<file path="config.mk">
export PLATFORM = sky130hd
export DESIGN_NAME = vga_fb_ctrl
export DESIGN_NICKNAME = d
export VERILOG_FILES = /design/src/rtl/vga_fb_ctrl.sv
export SDC_FILE = /design/constraint.sdc
export NUM_CORES = 1
export LEC_CHECK = 0
export CAP_MARGIN = 20
export CORE_MARGIN = 2
export CORE_UTILIZATION = 25
export CTS_BUF_LIST = sky130_fd_sc_hd__clkbuf_16
export CTS_CLUSTER_SIZE = 40
export DETAILED_ROUTE_END_ITERATION = 6
export PLACE_DENSITY = 0.57
export SYNTH_ARGS = -nofsm -noshare
export SYNTH_HDL_FRONTEND = slang
export SYNTH_SLANG_ARGS = --single-unit
</file>
<file path="constraint.sdc">
create_clock -name clock -period 1.81 [get_ports clock]
set_input_delay 0.362 -clock clock [delete_from_list [all_inputs] [get_ports clock]]
set_output_delay 0.362 -clock clock [all_outputs]
set_load 0.01 [all_outputs]
</file>
<file path="src/rtl/vga_fb_ctrl.sv">
// Double-buffered 1-bit framebuffer controller: CPU pixel/swap stores go to the back bank
// of an external RAM, while VGA timing scans the front bank out to the monitor.
module vga_fb_ctrl #(
  parameter int H_VISIBLE = 640,
  parameter int H_FP      = 16,
  parameter int H_SYNC    = 96,
  parameter int H_BP      = 48,
  parameter int V_VISIBLE = 480,
  parameter int V_FP      = 10,
  parameter int V_SYNC    = 2,
  parameter int V_BP      = 33,
  parameter int CLK_DIV   = 2
) (
  input  logic        clock,
  input  logic        reset,
  input  logic        cpu_wmem,
  input  logic [31:0] cpu_addr,
  input  logic [31:0] cpu_data,
  output logic        swap_pending,
  output logic        fb_we,
  output logic [19:0] fb_waddr,
  output logic        fb_wdata,
  output logic [19:0] fb_raddr,
  input  logic        fb_rdata,
  output logic        vga_hs,
  output logic        vga_vs,
  output logic        vga_blank_n,
  output logic        vga_pixel
);
  localparam int H_TOTAL = H_VISIBLE + H_FP + H_SYNC + H_BP;
  localparam int V_TOTAL = V_VISIBLE + V_FP + V_SYNC + V_BP;
  localparam int DW      = $clog2(CLK_DIV);

  localparam logic [DW-1:0] DIV_LAST = DW'(CLK_DIV - 1);
  localparam logic [9:0] H_LAST   = 10'(H_TOTAL - 1);
  localparam logic [9:0] V_LAST   = 10'(V_TOTAL - 1);
  localparam logic [9:0] V_VLAST  = 10'(V_VISIBLE - 1);
  localparam logic [9:0] H_VIS    = 10'(H_VISIBLE);
  localparam logic [9:0] V_VIS    = 10'(V_VISIBLE);
  localparam logic [9:0] HS_START = 10'(H_VISIBLE + H_FP);
  localparam logic [9:0] HS_END   = 10'(H_VISIBLE + H_FP + H_SYNC);
  localparam logic [9:0] VS_START = 10'(V_VISIBLE + V_FP);
  localparam logic [9:0] VS_END   = 10'(V_VISIBLE + V_FP + V_SYNC);

  typedef struct packed {
    logic        we;
    logic [19:0] addr;
    logic        data;
  } fb_wr_t;

  logic [DW-1:0] div;
  logic [9:0]    hcount, vcount, st_x, st_y;
  logic          display_bank;
  logic          tick, commit, hs_n, vs_n, vis, win, swap_req, pix_req;
  fb_wr_t        wr_q;

  always_comb begin
    tick     = (div == DIV_LAST);
    commit   = tick && (hcount == H_LAST) && (vcount == V_VLAST);
    hs_n     = !((hcount >= HS_START) && (hcount < HS_END));
    vs_n     = !((vcount >= VS_START) && (vcount < VS_END));
    vis      = (hcount < H_VIS) && (vcount < V_VIS);
    win      = cpu_wmem && (cpu_addr[31:24] == 8'hF4);
    swap_req = win && (cpu_addr[23:0] == 24'hFFFFFC);
    st_x     = cpu_addr[9:0];
    st_y     = cpu_addr[19:10];
    pix_req  = win && !swap_req && (st_x < H_VIS) && (st_y < V_VIS);
  end

  assign fb_raddr = {display_bank, vcount[8:0], hcount};
  assign fb_we    = wr_q.we;
  assign fb_waddr = wr_q.addr;
  assign fb_wdata = wr_q.data;

  always_ff @(posedge clock) begin
    if (reset) begin
      div          <= '0;
      hcount       <= '0;
      vcount       <= '0;
      display_bank <= 1'b0;
      swap_pending <= 1'b0;
      wr_q         <= '0;
      vga_hs       <= 1'b1;
      vga_vs       <= 1'b1;
      vga_blank_n  <= 1'b0;
      vga_pixel    <= 1'b0;
    end else begin
      div <= tick ? '0 : div + DW'(1);
      if (tick) begin
        hcount <= (hcount == H_LAST) ? '0 : hcount + 10'd1;
        if (hcount == H_LAST)
          vcount <= (vcount == V_LAST) ? '0 : vcount + 10'd1;
      end
      if (commit && swap_pending)
        display_bank <= ~display_bank;
      // A request landing in the commit clock must survive for the next frame
      if (swap_req)
        swap_pending <= 1'b1;
      else if (commit)
        swap_pending <= 1'b0;
      wr_q.we   <= pix_req;
      wr_q.addr <= {~display_bank, st_y[8:0], st_x};
      wr_q.data <= |cpu_data;
      vga_hs      <= hs_n;
      vga_vs      <= vs_n;
      vga_blank_n <= vis;
      vga_pixel   <= vis ? fb_rdata : 1'b0;
    end
  end
endmodule

</file>
# [Yosys cells after proc, flatten, opt, wreduce, memory -nomap -nowiden]
# Index checks and enable logic that the tools add are counted.
[op_classes] n_addsub=3 muxes=4 reduce_logical=19 n_lt_le_gt_ge=8 bitwise_logic=2 eq_ne=5
[ops] operator="32-bit OR reduction" n=1
[ops] operator="10-bit < comparator (second input constant)" n=3
[ops] operator="10-bit by 9-bit < comparator with 1-bit output (second input constant)" n=3
[ops] operator="24-bit == test (second input constant)" n=1
[ops] operator="10-bit by 1-bit adder with 10-bit output (second input constant)" n=2
[ops] operator="10-bit == test (second input constant)" n=2
[ops] operator="10-bit two-way mux" n=2
[ops] operator="1-bit logical AND" n=11
[ops] operator="10-bit by 9-bit == test with 1-bit output (second input constant)" n=1
[ops] operator="10-bit >= comparator (second input constant)" n=1
[ops] operator="10-bit by 9-bit >= comparator with 1-bit output (second input constant)" n=1
[ops] operator="8-bit == test (second input constant)" n=1
[ops] operator="2-bit OR reduction" n=2
[ops] operator="1-bit logical NOT" n=3
[ops] operator="1-bit two-way mux" n=2
[ops] operator="1-bit NOT" n=2
[ops] operator="2-bit AND reduction" n=1
[ops] operator="2-bit nonzero test" n=1
[ops] operator="1-bit adder (second input constant)" n=1
[totals] output_inout_bits=47 in_bits=68 register_bits=49

# [Depth between registers and ports, before layout]
[logic_depth] depth_word=7 mapped_depth=6 depth_no_buf=6

# [Worst setup path before layout]
# No wires, ideal clock.
[synth_path] path_kind="register to register" startpoint="register hcount[0]" endpoint="register vcount[9]" arrival_ps=1868 path_stages_with_launch=6 path_buffers=0 slack_ps=-124 period_less_slack_ps=1934 cell_sequence="dfxtp_1 -> ha_1 -> nand3_4 -> or4_4 -> or4_4 -> a21oi_2"
[synth_via] elab_chain_cells=2
[synth_lines] item="start, declared" line="52" text="logic [9:0] hcount, vcount, st_x, st_y;"
[synth_lines] item="start signal, assigned" line="90" text="hcount <= (hcount == H_LAST) ? '0 : hcount + 10'd1;"
[synth_lines] item="10-bit == test" line="91" text="if (hcount == H_LAST)"
[synth_lines] item="2-bit AND reduction (no line)"
[synth_lines] item="end signal, assigned" line="92" text="vcount <= (vcount == V_LAST) ? '0 : vcount + 10'd1;"
[synth_lines] item="end, declared" line="52"
# No other way between the ends.
# A chain may end at the register's enable or synchronous reset.

# [Worst setup path after layout]
[layout_path] startpoint="register vcount[1]" endpoint="output port fb_raddr[11]"
[layout_lines] item="end, declared" line="23" text="output logic [19:0] fb_raddr,"
# No word-level cell between the ends.

==> run_results.csv <==
group,metric,value,unit
global_routing,track_usage,13.0,%
die,core,0.00822,mm²
clocking,cts_tree,"yes",
global_routing,grt_max_degree,17,
global_routing,antenna_found_initial,0,
place,port_buffers,114,
timing,period_minus_slack,1.76,ns
timing,hold_violations,0,
outcome,status,"complete, no violations",
drt,ant_nets,0,
drt,via_per_inst,4.56,
global_routing,grt_pass1_wl,9280,µm
synth,synth_nets,301,
clocking,path_clk_slew,0.07,ns
die,row_count,33,
timing,fin_crit_sh,97.4,%
pwr,p_total,2.49,mW
global_routing,grt-ovfl-total,0,
worst_setup_path,critPathMaxStageDelay,0.55,ns
drt,first_pass_iters,4,
die,io_pins,115,
place,gp_congestion,0.745,
final_layout,layout_commonest_cell,"clkdlybuf4s50_1",
clocking,htreeDepth,2,
worst_setup_path,crit_fanout,5,
clocking,clock-root-buffer,"clkbuf_16",
synth,synthTopCellsByArea,"dfxtp_1 46%, nor2b_1 5.6%, nor4_1 4.7%, nand4_1 4.4%, nor2_1 3.9%",
pwr,ir_drop,0.380,mV
timing,tightest_slew,0.435,ns
die,start_util,25.9,%
timing,drv_slew,0,
synth,synth_flop_cell,"dfxtp_1",
synth,ys_warn_count,0,
drt,wl,6080,µm
timing,setup_viol,0,
place,dp_hpwl,4930,µm
synth,avgSynthCellArea,9.32,µm²
synth,synth_top_area_cell,"dfxtp_1",
job,cap_violations,0,
drt,drt-wirelength-per-cell,12.9,µm
drt,vias,2146,
worst_setup_path,path_class,"flop to output port",
final_layout,design_area,0.00373,mm²
drt,drcViolationCount,0,
worst_setup_path,cp.arrival,1.40,ns
synth,ys_seq_area_share,46.1,%
final_layout,layout_common_cells,"113 x clkdlybuf4s50_1, 46 x dfxtp_1, 30 x buf_4",
synth,synth_cell_types,40,
worst_setup_path,path_cells,"buf_4, clkdlybuf4s50_1",
final_layout,area_growth,75.4,%
timing,rsz0062_at_grt,"no",
die,die_w,96.2,µm
pwr,power_density,668,mW/mm²
final_layout,drive_gt1_share,14.5,%
synth,synth_top_area_share,46.1,%
timing,hold_ws,0.441,ns
timing,finalWorstSetupSlack,0.0463,ns
final_layout,final_nets,438,
clocking,insertion_delay,0.29,ns
worst_setup_path,timing.critical_path.required,1.45,ns
clocking,ctsHoldBuffers,0,
final_layout,n_antenna_cell,0,
place,placed_cells,463,
synth,synth_cells,228,
timing,max_clock_freq,0.567,GHz
timing,finalClockSkew,0.00613,ns
synth,ys_ff_latch,49,
synth,async_flop_share,0,%
global_routing,grt_pass1_vias,1977,
drt,dr.first_iter.drc_count,34,
final_layout,postLayoutCoreUtil,45.4,%
die,die_area,0.00926,mm²
place,placed_area,0.00354,mm²
clocking,cts_max_path_buffers,2,
clocking,cts_made_buffers,5,
final_layout,instances_no_fill,471,
pwr,p_leak,1.34,nW
place,pre_cts_ws,-0.0411,ns
worst_setup_path,critical-path-slowest-cell,"clkdlybuf4s50_1",
die,die_h,96.2,µm
timing,setup_tns,0,ns
clocking,clock-sinks,49,
synth,synth-edff-count,0,
worst_setup_path,crit_path_end_kind,"output port",
worst_hold_path,min_path_type,"flop to flop",
worst_setup_path,startpoint_type,"flop",
timing,max-slew-margin-rel,70.8,%
synth,netlist_area,0.00213,mm²
[metal layers]
layer,track usage [%],wire length (µm)
met5,0,0
met3,3.99,509
met4,3.93,65
met1,16.2,2670
met2,21.6,2830
[sequential cells by signal (all words and copies together) (netlist names)]
name / cells
vga_pixel: 1
hcount: 10
vga_blank_n: 1
fb_wdata: 1
fb_waddr: 20
vga_hs: 1
vcount: 10
fb_we: 1
vga_vs: 1
swap_pending: 1
display_bank: 1
div: 1
[final timing paths]
path,from,end,slack [ns],cells past startpoint
worst max-delay path,vcount[1]$_SDFFE_PP0P_,fb_raddr[11],0.05,2
worst max register to register,hcount[1]$_SDFFE_PP0P_,vcount[9]$_SDFFE_PP0P_,0.07,5
worst min register to register,display_bank$_SDFFE_PP0P_,fb_waddr[19]$_SDFF_PP0_,0.44,1
worst min-delay path,display_bank$_SDFFE_PP0P_,fb_waddr[19]$_SDFF_PP0_,0.44,1
[cell usage after synthesis (3+ instances only)]
master	instances
nand3_1	7
xor2_1	5
buf_4	10
a21oi_1	6
nor4_1	16
nand2_1	12
xnor2_1	9
nor2b_1	19
clkbuf_1	3
nor2_1	22
ha_1	5
nand4_1	15
nor3_1	4
dfxtp_1	49
inv_1	7
o21ai_0	6
[kinds of logic (layout without fill, tap and decap cells)]
group / Yosys count / in the layout / synth area share (%)
flops: 49 / 49 / 46.1
fa+ha+maj: 5 / 5 / 2.94
simple gates: 119 / 119 / 33.3
buf+inv: 21 / 159 / 5.94
compound gates: 19 / 19 / 5.47
mux: 1 / 1 / 0.471
xor+xnor: 14 / 14 / 5.77
[report_power, final]
group / switching, mW / internal (mW) / leakage, nW
clock: 0.407 / 0.654 / 0.0800
combinational: 0.0919 / 0.213 / 0.854
sequential: 0.0141 / 1.11 / 0.404
[layout make-up]
class	count	area, µm²
Clock buffer	5	125
Clock inverter	3	46.3
Fill cell	814	4490
Inverter	7	26.3
Multi-Input combinational cell	158	1040
Sequential cell	49	987
Tap cell	105	131
Timing Repair Buffer	144	1370
[worst max-delay path, delay by kind of cell (launching register included)]
kind / cells / cell delay (ns)
buf+inv: 2 / 0.71
flops: 1 / 0.42
[timing repair]
item                       in CTS  in global routing
gates resized for setup         0                  5
buffers inserted                0                  0
setup endpoints to repair       0                  6
(Power assumes the default switching activity.)
==> patch 1: new RTL, same flow settings <==
Change the parameter `CLK_DIV` from 2 to 4.
--- a/src/rtl/vga_fb_ctrl.sv
+++ b/src/rtl/vga_fb_ctrl.sv
@@ -9,7 +9,7 @@
   parameter int V_FP      = 10,
   parameter int V_SYNC    = 2,
   parameter int V_BP      = 33,
-  parameter int CLK_DIV   = 2
+  parameter int CLK_DIV   = 4
 ) (
   input  logic        clock,
   input  logic        reset,
Function: changed (a bounded check fails within 4 cycles, from zero or initial values and one cycle with reset high).
==> patch 1 against the unedited design <==
Non-clock buffer count down 9; sequential cell count is 1 higher; clock power down 9%; area after synthesis is 2.3% higher; combinational power fell by 2%; setup slack lost 0.0013 ns; total power fell by 3.5%; largest power group unchanged; routed wire length fell by 2.9%; cell area down 1.9%; worst hold slack got worse by 0.010 ns.
==> patch 1: results (changes against the unedited design) <==
Synth:
- The post-synthesis cell count came to 231 (+1.3%).
- Ranked by instance count, the synthesized netlist is headed by sky130_fd_sc_hd__dfxtp_1 (50), sky130_fd_sc_hd__nor2b_1 (20), sky130_fd_sc_hd__nand4_1 (14), sky130_fd_sc_hd__nor2_1 (14).
- The portion of synthesized cell area occupied by the leading cell type came to 0.460 (-0.00115).
- The net count of the mapped netlist is 305 (+1.3%).
- In the post-synthesis netlist, the biggest area contributors are sky130_fd_sc_hd__dfxtp_1 (46%), sky130_fd_sc_hd__nor2b_1 (5.8%), sky130_fd_sc_hd__nand4_1 (4.0%).
- The share of the yosys chip area belonging to registers came to 0.460 (-0.00115).
- The count of distinct cell types in the synthesized netlist came to 39 (-2.5%).
- The async set-reset flop share out of synthesis is 0 (unchanged).
- The most instantiated flip-flop cell in the synthesis netlist is sky130_fd_sc_hd__dfxtp_1.

Setup path:
- The internal reg-to-reg setup slack came to 0.11 ns (+0.04 ns).
- The capture instance of the worst register-to-register path is swap_pending$_SDFFE_PP0P_.
- In this run the critical register-to-register path is launched from vcount[1]$_SDFFE_PP0P_.
- The depth of the most critical reg-to-reg path is 6 (+1).
- The largest fanout on the critical path came to 6 (+1).

Global routing:
- The overall global routing resource usage came to 0.120 (-0.0104).
- The number of global-route vias before repair is 2,027 (+2.5%).
- The maximum number of pins on one net before global-route repair is 19 (+2).
- The first-pass GRT wire length is 9.36 mm (+0.89%).

Hold path:
- The startpoint of the most critical hold path is div[0]$_SDFF_PP0_.
- The class of the most critical hold timing path is register to register.
- The worst hold path cell count is 1 (unchanged).
- The worst hold path terminates at div[0]$_SDFF_PP0_.

Timing:
- The worst-case hold slack is 0.431 ns (-0.00999 ns).
- The slew of the pin with the lowest slew margin was 0.411 ns (-0.0236 ns).
- The worst setup skew after layout was 0.00706 ns (+0.000934 ns).

Place:
- The weighted congestion reported at the end of routability-driven placement came to 0.842 (+13%).
- The minimum setup slack after placement is -0.0659 ns (-0.0247 ns).
- The final HPWL from detailed placement was 4.75 mm (-3.6%).
- The total placed cells including tap cells was 457 (-1.3%).

Power and ir drop:
- The peak supply drop is 425 uV (+12%).
- The leakage component of the power came to 0.00128 uW (-4.0%).

Finish:
- The fraction of final layout cells with drive strength greater than 1 was 0.115 (-0.0300).
- The post-layout net count was 430 (-1.8%).

Outcome:
- The flow ran to the end, and the final reports show no timing, DRC or antenna violations.

Drt:
- The post-detailed-route wirelength per cell is 12.7 microns (-1.6%).
- The number of vias per cell is 4.57 (+0.30%).
- The iteration-0 DRC count of the detailed router came to 33 (-2.9%).
- The number of vias in the routed layout is 2,125 (-0.98%).

CTS:
- The worst-skew pair later-pin latency is 0.29 ns (about the same).
[patch 1: cell count changes in the layout (fill, tap and decap cells not counted), moves of 3 or more]
| cell | delta |
|---|---|
| sky130_fd_sc_hd__nor2_1 | -8 |
| sky130_fd_sc_hd__xnor2_1 | -3 |
| sky130_fd_sc_hd__buf_4 | -9 |
| sky130_fd_sc_hd__nor3_1 | +7 |
| sky130_fd_sc_hd__dfxtp_1 | +3 |
[patch 1: per-layer routing]
layer	global-route usage	wire, microns	up-vias	part of all wire
met3	0.0281	298	9	0.050
met2	0.205	2880	65	0.49
met4	0.0417	95	0	0.016
li1	-	-	1070	-
met5	0	0	-	0
met1	0.148	2630	981	0.45
[patch 1: where the power goes]
group          internal [uW]  leakage (uW)  switching [uW]  total (uW)
clock                    525     0.0000748             436         961
combinational            209      0.000798            90.4         299
sequential              1130      0.000411            9.79        1140
total                   1870       0.00128             536        2400
[patch 1: worst max-delay path by stage]
stage	cells after the start	from	slack, ns	to
2_1_floorplan	5	hcount[0]$_SDFFE_PP0N_	0.13	vcount[7]$_SDFFE_PP0P_
3_3_place_gp	5	cpu_addr[17]	-0.04	swap_pending$_SDFFE_PP0P_
3_5_place_dp	5	cpu_addr[18]	-0.07	swap_pending$_SDFFE_PP0P_
4_1_cts	2	hcount[5]$_SDFFE_PP0N_	0.03	fb_raddr[5]
5_1_grt	2	hcount[6]$_SDFFE_PP0N_	0.0002	fb_raddr[6]
6_report	2	hcount[5]$_SDFFE_PP0N_	0.05	fb_raddr[5]
[patch 1: cell type report]
type	instances	area (sq um)
fill	863	4940
timing repair buffer	135	1300
multi-input combinational	157	1040
sequential	50	1000
tap	108	135
clock buffer	5	125
clock inverter	3	26.3
inverter	7	26.3
[patch 1: stage by stage]
stage / power, uW / instance area [sq um]
after floorplan: 1240 / 2170
after global placement: 1470 / 3500
after detailed placement: 1470 / 3500
after CTS: 2440 / 3650
after global routing: 2510 / 3660
final: 2400 / 3660
[patch 1: cell families (layout without fill, tap and decap cells)]
kind of cell / after synthesis / after routing / share of synthesized area
DFF: 50 / 50 / 0.460
xor gates and xnor gates: 11 / 11 / 0.0443
adders and majority gates: 6 / 6 / 0.0345
buffers and inverters: 24 / 150 / 0.0616
muxes: 2 / 2 / 0.00921
AOI/OAI and AO/OA: 20 / 20 / 0.0535
and+or+nand+nor: 118 / 118 / 0.337
[patch 1: worst reg2reg max path, cell delays in order, from the launching register on]
cell and delay [ns]:
sky130_fd_sc_hd__dfxtp_1 0.45, sky130_fd_sc_hd__ha_1 0.27, sky130_fd_sc_hd__nand4_1 0.11, sky130_fd_sc_hd__nor4_1 0.27
sky130_fd_sc_hd__buf_4 0.19, sky130_fd_sc_hd__nand2_1 0.05, sky130_fd_sc_hd__a32o_1 0.26
==> patch 2: new RTL, same settings <==
Without the edit above. Compare `vcount` against `V_LAST` with >= in place of ==.
--- a/src/rtl/vga_fb_ctrl.sv
+++ b/src/rtl/vga_fb_ctrl.sv
@@ -89,7 +89,7 @@
       if (tick) begin
         hcount <= (hcount == H_LAST) ? '0 : hcount + 10'd1;
         if (hcount == H_LAST)
-          vcount <= (vcount == V_LAST) ? '0 : vcount + 10'd1;
+          vcount <= (vcount >= V_LAST) ? '0 : vcount + 10'd1;
       end
       if (commit && swap_pending)
         display_bank <= ~display_bank;
Check against the original RTL: same outputs for any inputs over 10 cycles, from zero or initial values and one cycle with reset high; that may be too few to reach the edited logic, so the function may still have changed.
==> patch 2 against the unedited design <==
Setup slack better by 0.037 ns; routed wire length shrank 0.82%; core utilization shrank 0.86 points; fmax rose by 2.1%; die area rose by 0.62%; sequential cell count unchanged; final cell count rose by 1.1%; cell area decreased by 1.4%; critical endpoint is now display_bank$_SDFFE_PP0P_; largest power group unchanged; total power rose by 4.6%; area after synthesis grew 0.65%.
==> patch 2: results (changes against the unedited design) <==
Timing:
- The worst max-slew margin expressed relative to the limit is 0.791 (+0.0836).
- The timing-limited maximum frequency is 0.579 GHz (+2.1%).
- The worst setup skew after layout is 0.00348 ns (-0.00265 ns).

Global routing:
- The overall global routing resource usage is 0.134 (+0.00368).
- The maximum number of pins on one net before global-route repair is 29 (+12).
- The number of global-route vias before repair is 2,139 (+8.2%).

Setup path:
- The reg-to-reg critical path startpoint is vcount[8]$_SDFFE_PP0P_.
- The endpoint identified for the worst register-to-register timing path is display_bank$_SDFFE_PP0P_.
- The delay contributed by the slowest stage of the critical path is 0.64 ns (+0.09 ns).
- The largest fanout on the critical path is 3 (-2).
- The data arrival at the endpoint of the critical path is 1.90 ns (+0.50 ns).
- The slowest cell on the critical path is sky130_fd_sc_hd__or4b_2.
- The depth of the most critical reg-to-reg path is 4 (-1).
- The cell family contributing the most delay on the critical path is simple AND/OR/NAND/NOR gates.

Finish:
- The number of fill cells in the layout is 807 (-0.86%).
- The fraction of final layout cells with drive strength greater than 1 is 0.121 (-0.0235).
- The number of standard cells in the final layout excluding fillers was 476 (+1.1%).
- The post-layout net count was 444 (+1.4%).

Drt:
- The post-detailed-route wirelength per cell is 12.7 microns (-1.9%).

Synth:
- By count the netlist is led by sky130_fd_sc_hd__dfxtp_1 (49), sky130_fd_sc_hd__nor2_1 (26), sky130_fd_sc_hd__nor2b_1 (20).
- The post-synthesis cell count is 240 (+5.3%).
- By area the synthesized netlist is led by sky130_fd_sc_hd__dfxtp_1 (46%), sky130_fd_sc_hd__nor2b_1 (5.8%), sky130_fd_sc_hd__nor2_1 (4.6%).
- The net count of the mapped netlist came to 313 (+4.0%).

Place:
- The total placed cells including tap cells is 469 (+1.3%).
- The post-placement cell area is 3510 sq um (-0.88%).
- The minimum setup slack after placement is 0.00923 ns (+0.0504 ns).
- The weighted congestion reported at the end of routability-driven placement was 0.850 (+14%).

Power and ir drop:
- The leakage component of the power came to 0.00138 uW (+2.9%).

Outcome:
- The run finished with clean final reports.
[patch 2: cell types whose count changed after synthesis, sizes merged, moves of 2 or more]
| cell | before | now |
|---|---|---|
| clkbuf | 4 | 6 |
| and4 | 2 | 4 |
| inv | 7 | 9 |
| nand4 | 15 | 13 |
| xnor2 | 9 | 6 |
| nor4 | 16 | 11 |
| nand3b | 2 | 0 |
| nand2b | 2 | 0 |
| nand2 | 12 | 18 |
| or3 | 1 | 4 |
| nor2 | 22 | 26 |
| nor3b | 0 | 2 |
[patch 2: kinds of logic (layout without fill, tap and decap cells)]
logic type | after synthesis | count (layout) | synth area share
XOR/XNOR | 11 | 11 | 0.0450
AO/OA/AOI/OAI | 21 | 21 | 0.0608
adder cells (fa/ha/maj) | 5 | 5 | 0.0292
buffers and inverters | 26 | 157 | 0.0667
multiplexers | 1 | 1 | 0.00526
flip-flops | 49 | 49 | 0.458
AND/OR/NAND/NOR | 127 | 127 | 0.335
[patch 2: area by class of cell]
cell class / instances / area [sq um] / share of cell area
repair buffers: 141 / 1340 / 0.366
clock inverters: 2 / 35.0 / 0.00953
clock buffers: 5 / 125 / 0.0340
well taps: 105 / 131 / 0.0357
inverters: 9 / 33.8 / 0.00919
multi-input cells: 165 / 1020 / 0.278
flip-flops and latches: 49 / 983 / 0.268
[patch 2: metal layers]
metal / global-route usage / vias to the layer above / routed length, microns
met4: 0.0505 / 0 / 126
li1: - / 1101 / -
met1: 0.154 / 968 / 2440
met5: 0 / - / 0
met2: 0.240 / 79 / 2990
met3: 0.0334 / 9 / 474
[patch 2: power by group]
group	switching (uW)	internal (uW)	total, uW	leakage (uW)
Combinational	167	285	452	0.000893
Sequential	17.9	1130	1150	0.000403
Clock	367	641	1010	0.0000797
